===== src/rtl/tl_dbg_master.sv =====
`default_nettype none
// ----------------------------------------------------------------------------
// Module  : tl_dbg_master
// Brief   : Single-outstanding TileLink-UL initiator (Get / PutFullData) for debug access.
// Rev     : 1.0  initial release
// ----------------------------------------------------------------------------
module tl_dbg_master #(
  parameter int TIMEOUT   = 1024,
  parameter int SOURCE_ID = 0,
  parameter int SRC_W     = 8
) (
  input  logic             clk,
  input  logic             rst,
  input  logic             i_req_valid,
  output logic             o_req_ready,
  input  logic             i_req_write,
  input  logic [2:0]       i_req_size,
  input  logic [63:0]      i_req_addr,
  input  logic [63:0]      i_req_wdata,
  output logic             o_resp_valid,
  output logic [63:0]      o_resp_rdata,
  output logic             o_resp_err,
  output logic             o_busy,
  output logic             o_a_valid,
  input  logic             i_a_ready,
  output logic [2:0]       o_a_opcode,
  output logic [2:0]       o_a_size,
  output logic [SRC_W-1:0] o_a_source,
  output logic [63:0]      o_a_address,
  output logic [7:0]       o_a_mask,
  output logic [63:0]      o_a_data,
  input  logic             i_d_valid,
  output logic             o_d_ready,
  input  logic [2:0]       i_d_opcode,
  input  logic [SRC_W-1:0] i_d_source,
  input  logic [63:0]      i_d_data
);

  localparam logic [2:0] c_TL_PUT_F           = 3'd0;
  localparam logic [2:0] c_TL_GET             = 3'd4;
  localparam logic [2:0] c_TL_ACCESS_ACK      = 3'd0;
  localparam logic [2:0] c_TL_ACCESS_ACK_DATA = 3'd1;

  localparam logic [1:0] c_IDLE  = 2'd0;
  localparam logic [1:0] c_ACMD  = 2'd1;
  localparam logic [1:0] c_DWAIT = 2'd2;
  localparam logic [1:0] c_RESP  = 2'd3;

  localparam int                 c_CNT_W = (TIMEOUT > 1) ? $clog2(TIMEOUT) : 1;
  localparam logic [c_CNT_W-1:0] c_TMAX  = (TIMEOUT > 1) ? c_CNT_W'(TIMEOUT - 1) : '0;
  localparam logic               c_TO_EN = (TIMEOUT != 0);
  localparam logic [SRC_W-1:0]   c_SRC   = SRC_W'(SOURCE_ID);

  logic [1:0]         r_state;
  logic [1:0]         w_next;
  logic               r_write;
  logic [2:0]         r_size;
  logic [63:0]        r_addr;
  logic [63:0]        r_wdata;
  logic [c_CNT_W-1:0] r_cnt;
  logic [63:0]        r_rdata;
  logic               r_err;

  logic [2:0]  w_req_len_m1;
  logic        w_req_bad;
  logic [5:0]  w_shift;
  logic [7:0]  w_mask_base;
  logic [63:0] w_byte_mask;
  logic        w_expire;
  logic [2:0]  w_exp_dop;
  logic        w_d_bad;
  logic [63:0] w_d_rdata;
  logic        w_load_resp;
  logic        w_next_err;
  logic [63:0] w_next_rdata;

  // Request legality is judged on the live inputs so a bad command never touches the bus.
  always_comb begin
    w_req_len_m1 = 3'd0;
    case (i_req_size[1:0])
      2'd0:    w_req_len_m1 = 3'd0;
      2'd1:    w_req_len_m1 = 3'd1;
      2'd2:    w_req_len_m1 = 3'd3;
      default: w_req_len_m1 = 3'd7;
    endcase
  end

  assign w_req_bad = (i_req_size > 3'd3) || ((i_req_addr[2:0] & w_req_len_m1) != 3'd0);

  always_comb begin
    w_mask_base = 8'h01;
    w_byte_mask = 64'h0000_0000_0000_00FF;
    case (r_size[1:0])
      2'd0: begin
        w_mask_base = 8'h01;
        w_byte_mask = 64'h0000_0000_0000_00FF;
      end
      2'd1: begin
        w_mask_base = 8'h03;
        w_byte_mask = 64'h0000_0000_0000_FFFF;
      end
      2'd2: begin
        w_mask_base = 8'h0F;
        w_byte_mask = 64'h0000_0000_FFFF_FFFF;
      end
      default: begin
        w_mask_base = 8'hFF;
        w_byte_mask = 64'hFFFF_FFFF_FFFF_FFFF;
      end
    endcase
  end

  assign w_shift   = {r_addr[2:0], 3'b000};
  assign w_expire  = c_TO_EN && (r_cnt == c_TMAX);
  assign w_exp_dop = r_write ? c_TL_ACCESS_ACK : c_TL_ACCESS_ACK_DATA;
  assign w_d_bad   = (i_d_source != c_SRC) || (i_d_opcode != w_exp_dop);
  assign w_d_rdata = (i_d_data >> w_shift) & w_byte_mask;

  always_ff @(posedge clk) begin
    if (rst) begin
      r_state <= c_IDLE;
    end else begin
      r_state <= w_next;
    end
  end

  // Handshakes are tested before expiry so a completion in the last cycle wins.
  always_comb begin
    w_next       = r_state;
    w_next_err   = 1'b1;
    w_next_rdata = '0;
    case (r_state)
      c_IDLE: begin
        if (i_req_valid) begin
          w_next = w_req_bad ? c_RESP : c_ACMD;
        end
      end
      c_ACMD: begin
        if (i_a_ready) begin
          w_next = c_DWAIT;
        end else if (w_expire) begin
          w_next = c_RESP;
        end
      end
      c_DWAIT: begin
        if (i_d_valid) begin
          w_next       = c_RESP;
          w_next_err   = w_d_bad;
          w_next_rdata = (w_d_bad || r_write) ? '0 : w_d_rdata;
        end else if (w_expire) begin
          w_next = c_RESP;
        end
      end
      default: begin
        w_next = c_IDLE;
      end
    endcase
  end

  assign w_load_resp = (w_next == c_RESP) && (r_state != c_RESP);

  always_ff @(posedge clk) begin
    if (rst) begin
      r_write <= 1'b0;
      r_size  <= 3'd0;
      r_addr  <= '0;
      r_wdata <= '0;
      r_cnt   <= '0;
      r_rdata <= '0;
      r_err   <= 1'b0;
    end else begin
      if (r_state == c_IDLE) begin
        r_cnt <= '0;
        if (i_req_valid) begin
          r_write <= i_req_write;
          r_size  <= i_req_size;
          r_addr  <= i_req_addr;
          r_wdata <= i_req_wdata;
        end
      end else if (((r_state == c_ACMD) || (r_state == c_DWAIT)) && (r_cnt != c_TMAX)) begin
        r_cnt <= r_cnt + c_CNT_W'(1);
      end
      if (w_load_resp) begin
        r_err   <= w_next_err;
        r_rdata <= w_next_rdata;
      end
    end
  end

  always_comb begin
    o_req_ready  = (r_state == c_IDLE);
    o_a_valid    = (r_state == c_ACMD);
    o_d_ready    = (r_state == c_DWAIT);
    o_resp_valid = (r_state == c_RESP);
    o_busy       = (r_state != c_IDLE);
    o_resp_err   = r_err && (r_state == c_RESP);
  end

  assign o_resp_rdata = r_rdata;
  assign o_a_opcode   = r_write ? c_TL_PUT_F : c_TL_GET;
  assign o_a_size     = r_size;
  assign o_a_source   = c_SRC;
  assign o_a_address  = r_addr;
  assign o_a_mask     = w_mask_base << r_addr[2:0];
  assign o_a_data     = r_write ? (r_wdata << w_shift) : '0;

endmodule
`default_nettype wire


===== config.mk =====
export PLATFORM = sky130hd
export DESIGN_NAME = tl_dbg_master
export DESIGN_NICKNAME = d
export VERILOG_FILES = /design/src/rtl/tl_dbg_master.sv
export SDC_FILE = /design/constraint.sdc
export NUM_CORES = 1
export LEC_CHECK = 0
export BUFFER_PORTS_ARGS = -buffer_cell sky130_fd_sc_hd__buf_2
export CORE_AREA = 4 4 166 168
export DETAILED_ROUTE_END_ITERATION = 16
export DIE_AREA = 0 0 170 172
export PLACE_DENSITY_LB_ADDON = 0.08
export REMOVE_ABC_BUFFERS = 1
export SLEW_MARGIN = 20
export SYNTH_ARGS = -nofsm -noshare
export SYNTH_HDL_FRONTEND = slang
export SYNTH_SLANG_ARGS = --single-unit

===== constraint.sdc =====
create_clock -name clk -period 6.9 [get_ports clk]
set_clock_uncertainty 0.1 [all_clocks]
set_input_delay 0.69 -clock clk [delete_from_list [all_inputs] [get_ports clk]]
set_output_delay 0.69 -clock clk [all_outputs]
set_load 0.02 [all_outputs]

==> results of run 1 <==
==> area by class of cell <==
type                            instances  area (um^2)  share of cell area
Antenna cell                            4         10.0            0.000686
Clock buffer                           40          752              0.0515
Clock inverter                          4         73.8             0.00506
Inverter                                9         33.8             0.00231
Multi-Input combinational cell       1044         6920               0.474
Sequential cell                       209         4200               0.287
Tap cell                              335          419              0.0287
Timing Repair Buffer                  432         2200               0.150
==> per-layer routing <==
metal | part of all wire | GRT usage | vias to the layer above
met5 | 0.0021 | 0 | -
met4 | 0.030 | 0.0826 | 14
met3 | 0.075 | 0.0569 | 80
met2 | 0.49 | 0.438 | 414
met1 | 0.40 | 0.319 | 5393
li1 | - | - | 5440
==> report_power, final <==
group | total, uW | internal, uW | leakage (uW) | switching, uW
Sequential | 1560 | 1370 | 0.00170 | 186
Combinational | 1790 | 693 | 0.00430 | 1100
Clock | 1330 | 815 | 0.000405 | 511
==> cell usage in the layout (no fill, tap or decap), types with 11 or more instances in the layout <==
cell type	count
mux2i_1	122
clkbuf_16	25
nor3_1	13
a211oi_1	12
nand2_1	328
nor2_1	85
a21oi_1	150
buf_4	11
mux2_2	23
and2_1	26
o21ai_0	19
dfxtp_1	206
nor2b_1	26
nand2b_1	50
mux4_2	48
buf_2	420
==> metrics by stage <==
step,setup WS [ps],hold slack (ps),area [um^2]
CTS,2860,276,14600
finish,2880,299,14600
detailed placement,3280,343,13800
global route,2640,291,14600
floorplan,485,327,11100
global placement,3390,338,13800
==> cell families (layout without fill, tap and decap cells) <==
logic type	Yosys count	in the layout	synth area share
buffers and inverters	135	485	0.0500
AND/OR/NAND/NOR	571	571	0.221
XOR/XNOR	7	7	0.00527
AO/OA/AOI/OAI	250	250	0.131
adder cells (fa/ha/maj)	5	5	0.00538
flip-flops	209	209	0.360
other	1	14	0.000322
multiplexers	201	201	0.228
==> critical path: cells and delay by family (launching register included) <==
kind	cells	cell delay, ps
AO/OA/AOI/OAI	1	220
buffers and inverters	2	780
flip-flops	1	860
AND/OR/NAND/NOR	2	840
==> flip-flops by register name, indices dropped and copies added, names as in the netlist <==
register	cells
r_err	1
r_wdata	64
o_a_address	64
r_cnt	10
r_state	2
o_a_size	3
r_write	1
o_resp_rdata	64
==> worst max path at each step <==
stage | start | endpoint | slack [ps] | cells after the start
6_report | o_a_address[1] | o_a_data[42] | 2880 | 5
5_1_grt | o_a_address[1] | o_a_data[42] | 2640 | 5
4_1_cts | o_a_address[1] | o_a_data[44] | 2860 | 5
3_5_place_dp | rst | o_resp_rdata[19] | 3280 | 6
3_3_place_gp | rst | o_resp_rdata[23] | 3390 | 6
2_1_floorplan | o_a_address[0] | o_a_data[48] | 490 | 5
==> flow_metrics.tcl, run 1 <==
set metrics [dict create \
    arrival_ps 3230 \
    h-tree-depth 1 \
    ant_nets 0 \
    holdPathStages 3 \
    fin_tns_setup_ps 0 \
    finalNetCount 1938 \
    cts_hold_buf 0 \
    setup-violations-final 0 \
    rsz0062_at_grt "false" \
    fmax_ghz 0.249 \
    r2r_setup_slack_ps 3480 \
    io_pins 432 \
    crit_path_start_kind "flip-flop" \
    cts_resized 0 \
    crit_fanout 57 \
    power.total_uw 4670 \
    port_buffers 421 \
    hp-start "i_req_addr[28]" \
    routabilityCongestion 0.859 \
    min_path_type "primary input to flip-flop" \
    status "finished, final reports clean" \
    cts_tree "yes" \
    cp_slowest_stage_delay_ps 860 \
    fin_cells 2077 \
    ys_seq_area_frac 0.360 \
    dp.cells 2029 \
    first_pass_iters 5 \
    cts_num_sinks 209 \
    clockRootBuffer "clkbuf_16" \
    dieArea_mm2 0.0292 \
    vias 11341 \
    synth-seq-cells 209 \
    fp.dieW_um 170 \
    synth_most_common_cell "nand2_1" \
    initial_core_util 0.449 \
    synth_area_leaders "dfxtp_1, nand2_1, mux2i_1" \
    antenna_found_initial 11 \
    vias_per_cell 5.46 \
    avgRoutedWirePerCell_um 19.2 \
    fp.dieH_um 172 \
    utilization 0.563 \
    clkLatencyLatePin_ps 520 \
    num_rows 59 \
    p_leak_uw 0.00641 \
    fin_crit_sh 0.583 \
    finalMaxSlewViolations 0 \
    route.detailed.drc 0 \
    syn2layout_area_growth_pct 25.5 \
    grt_max_degree 83 \
    first_global_vias 10784 \
    yosysTopAreaCell "dfxtp_1" \
    drt_iter0_drc 829 \
    grtUsageTotal 0.254 \
    fill_cells 2509 \
    cellPowerDensity_mw_per_mm2 320 \
    synth_flop_cell "dfxtp_1" \
    drive_gt1_frac 0.323 \
    grt_pass1_wl_um 59700 \
    ir_drop_v 0.000216 \
    required_ps 6110 \
    avgSynthCellArea_um2 8.44 \
    async_flop_share 0 \
    post_cts_buffers 0 \
    synth-edff-count 0 \
    synth_common_cells "nand2_1, dfxtp_1, a21oi_1, mux2i_1, nor2_1" \
    crit_type "flip-flop to primary output" \
    crit_top_cell "nor2_1" \
    coreArea_mm2 0.0259 \
    finalHoldViolations 0 \
    holdPathEnd "o_a_address[28]" \
    cp-end-kind "primary output" \
    overflow 0 \
    clk_path_buf_depth 3 \
    crit_chain "inv_2, nor2_1, a22oi_1, nor2_1, buf_2" \
    numCtsBuffers 25 \
    routed_wl_um 39800 \
    netlist_instances 1379 \
    yosysWarnings 0 \
    slowest_stage "dfxtp_4" \
    clk_pin_slew_worst_paths_ps 60 \
    worstReg2RegStart "r_cnt[0]" \
    dpl.hpwl_um 28300 \
    r2r_end "o_resp_rdata[15]" \
    r2r_cells 7 \
    worstMarginPinSlew_ps 1040 \
    slew_headroom 0.301 \
    syn_area_mm2 0.0116 \
    yosys.cell_types.count 59 \
    synth_top_cell_area_share 0.360 \
    max_cap_viol_count 0 \
    min_period_ps 4020 \
]
Power figures use the tool's default switching activity.
==> inputs of run 2 (changes only) <==
--- a/config.mk
+++ b/config.mk
@@ -6,9 +6,9 @@
 export NUM_CORES = 1
 export LEC_CHECK = 0
 export BUFFER_PORTS_ARGS = -buffer_cell sky130_fd_sc_hd__buf_2
-export CORE_AREA = 4 4 166 168
+export CORE_MARGIN = 4
+export CORE_UTILIZATION = 45
 export DETAILED_ROUTE_END_ITERATION = 16
-export DIE_AREA = 0 0 170 172
 export PLACE_DENSITY_LB_ADDON = 0.08
 export REMOVE_ABC_BUFFERS = 1
 export SLEW_MARGIN = 20
==> constraint.sdc (replaced) <==
create_clock -name clk -period 3.7 [get_ports clk]
set_clock_uncertainty 0.1 [all_clocks]
set_input_delay 0.37 -clock clk [delete_from_list [all_inputs] [get_ports clk]]
set_output_delay 0.37 -clock clk [all_outputs]
set_load 0.02 [all_outputs]
==> flow_metrics.tcl, run 2 (same netlist as run 1, synthesis figures left out) <==
set metrics [dict create \
    vias_per_cell 5.43 \
    fin_crit_sh 0.843 \
    fmax_ghz 0.321 \
    route.detailed.drc 0 \
    post_cts_buffers 0 \
    worst_slack_ps 580 \
    p_leak_uw 0.00700 \
    avgRoutedWirePerCell_um 18.8 \
    holdPathEnd "o_a_address[36]" \
    utilization 0.627 \
    cts_resized 0 \
    worstMarginPinSlew_ps 1000 \
    fp.dieH_um 169 \
    vias 11950 \
    finalHoldViolations 0 \
    holdPathStages 3 \
    clkPwrFrac 0.265 \
    finalInstanceArea_mm2 0.0159 \
    cts_num_sinks 209 \
    multi_input_area_mm2 0.00692 \
    worstReg2RegStart "r_cnt[0]" \
    slew_headroom 0.331 \
    port_buffers 421 \
    dieArea_mm2 0.0285 \
    cts_tree "yes" \
    clk_pin_slew_worst_paths_ps 60 \
    min_path_type "primary input to flip-flop" \
    crit_path_start_kind "flip-flop" \
    setup-violations-final 0 \
    drt_iter0_drc 931 \
    ir_drop_v 0.000376 \
    dp_slack_ps 806 \
    finalMaxSlewViolations 0 \
    p_sw_uw 3430 \
    r2r_end "o_resp_rdata[15]" \
    fill_cells 2223 \
    ant_nets 0 \
    register_area_mm2 0.00420 \
    cellPowerDensity_mw_per_mm2 560 \
    cp-end-kind "primary output" \
    fp.dieW_um 169 \
    r2r_setup_slack_ps 800 \
    placed_area_mm2 0.0139 \
    numCtsBuffers 24 \
    grt_max_degree 136 \
    r2r_cells 7 \
    clkLatencyLatePin_ps 510 \
    syn2layout_area_growth_pct 36.5 \
    dpl.hpwl_um 27900 \
    initial_core_util 0.459 \
    crit_fanout 44 \
    antenna_found_initial 1 \
    overflow 0 \
    crit_type "flip-flop to primary output" \
    finalNetCount 2070 \
    clockRootBuffer "clkbuf_16" \
    io_pins 432 \
    coreArea_mm2 0.0253 \
    num_rows 58 \
    h-tree-depth 1 \
    switching_share 0.385 \
    p_comb_frac 0.415 \
    min_period_ps 3120 \
    rsz0062_at_grt "false" \
    arrival_ps 2650 \
    grtUsageTotal 0.276 \
    clk_path_buf_depth 3 \
    drive_gt1_frac 0.313 \
    max_cap_viol_count 0 \
    first_global_vias 11880 \
    routabilityCongestion 0.890 \
    fin_tns_setup_ps 0 \
    p_int_uw 5470 \
    first_pass_iters 5 \
    required_ps 3230 \
    final_cell_mix "buf_2, nand2_1, dfxtp_1, a21oi_1, mux2i_1" \
    final_common_cell "buf_2" \
    pwr-share-seq 0.321 \
    status "finished, final reports clean" \
    hp-start "i_req_addr[36]" \
    grt_pass1_wl_um 64500 \
    routed_wl_um 41500 \
]
run 2: cell count changes in the layout (fill, tap and decap cells not counted), sizes merged, moves of 3 or more:
cell,delta
buf,+19
clkbuf,-5
diode,-3
dlygate4sd3,+114
clkinv,+7
run 2: layer usage:
| metal | GRT usage | routed length (um) | vias to the layer above |
|---|---|---|---|
| met5 | 0 | 0 | - |
| met2 | 0.473 | 20000 | 523 |
| li1 | - | - | 5695 |
| met3 | 0.0474 | 2990 | 99 |
| met1 | 0.348 | 16800 | 5633 |
| met4 | 0.108 | 1730 | 0 |
run 2: power by group through the flow:
stage                     clock network [uW]  registers (uW)  logic [uW]
after global routing                    2480            2890        4000
after CTS                               2410            2840        3670
final                                   2350            2850        3690
after detailed placement                   0            2890        3560
after global placement                     0            2880        3540
after floorplan                            0            3130        2230
run 2: metrics by stage:
step                power [uW]  hold WS, ps  cells
finish                    8900         18.3   2202
global route              9380         1.31   2202
CTS                       8930        0.574   2201
detailed placement        6450          343   2043
global placement          6410          339   2043
floorplan                 5360          327   1262
run 2: worst max-delay path by stage:
stage,start,end
floorplan,o_a_address[0],o_a_data[48]
detailed placement,r_cnt[0],o_resp_rdata[15]
CTS,o_a_address[0],o_a_data[48]
global route,o_a_address[0],o_a_data[56]
global placement,r_cnt[0],o_resp_rdata[15]
finish,o_a_address[1],o_a_data[52]
run 2: what timing repair did:
action                                  in CTS  in global routing
hold buffers                               114                  0
endpoints found under the setup margin       0                  0
hold endpoints to repair                   111                  0
run 2: final cells by class:
type / count / area share
antenna: 1 / 0.000158
sequential: 209 / 0.264
multi-input combinational: 1044 / 0.435
tap: 330 / 0.0260
clock inverter: 9 / 0.00512
clock buffer: 35 / 0.0448
timing repair buffer: 565 / 0.222
inverter: 9 / 0.00213
run 2: worst max-delay path, cell delays in order, from the launching register on:
cell     delay (ps)
dfxtp_4         690
buf_4           580
mux2i_1         140
o21ai_0         300
mux2i_1         130
nor2_1          100
buf_2           170
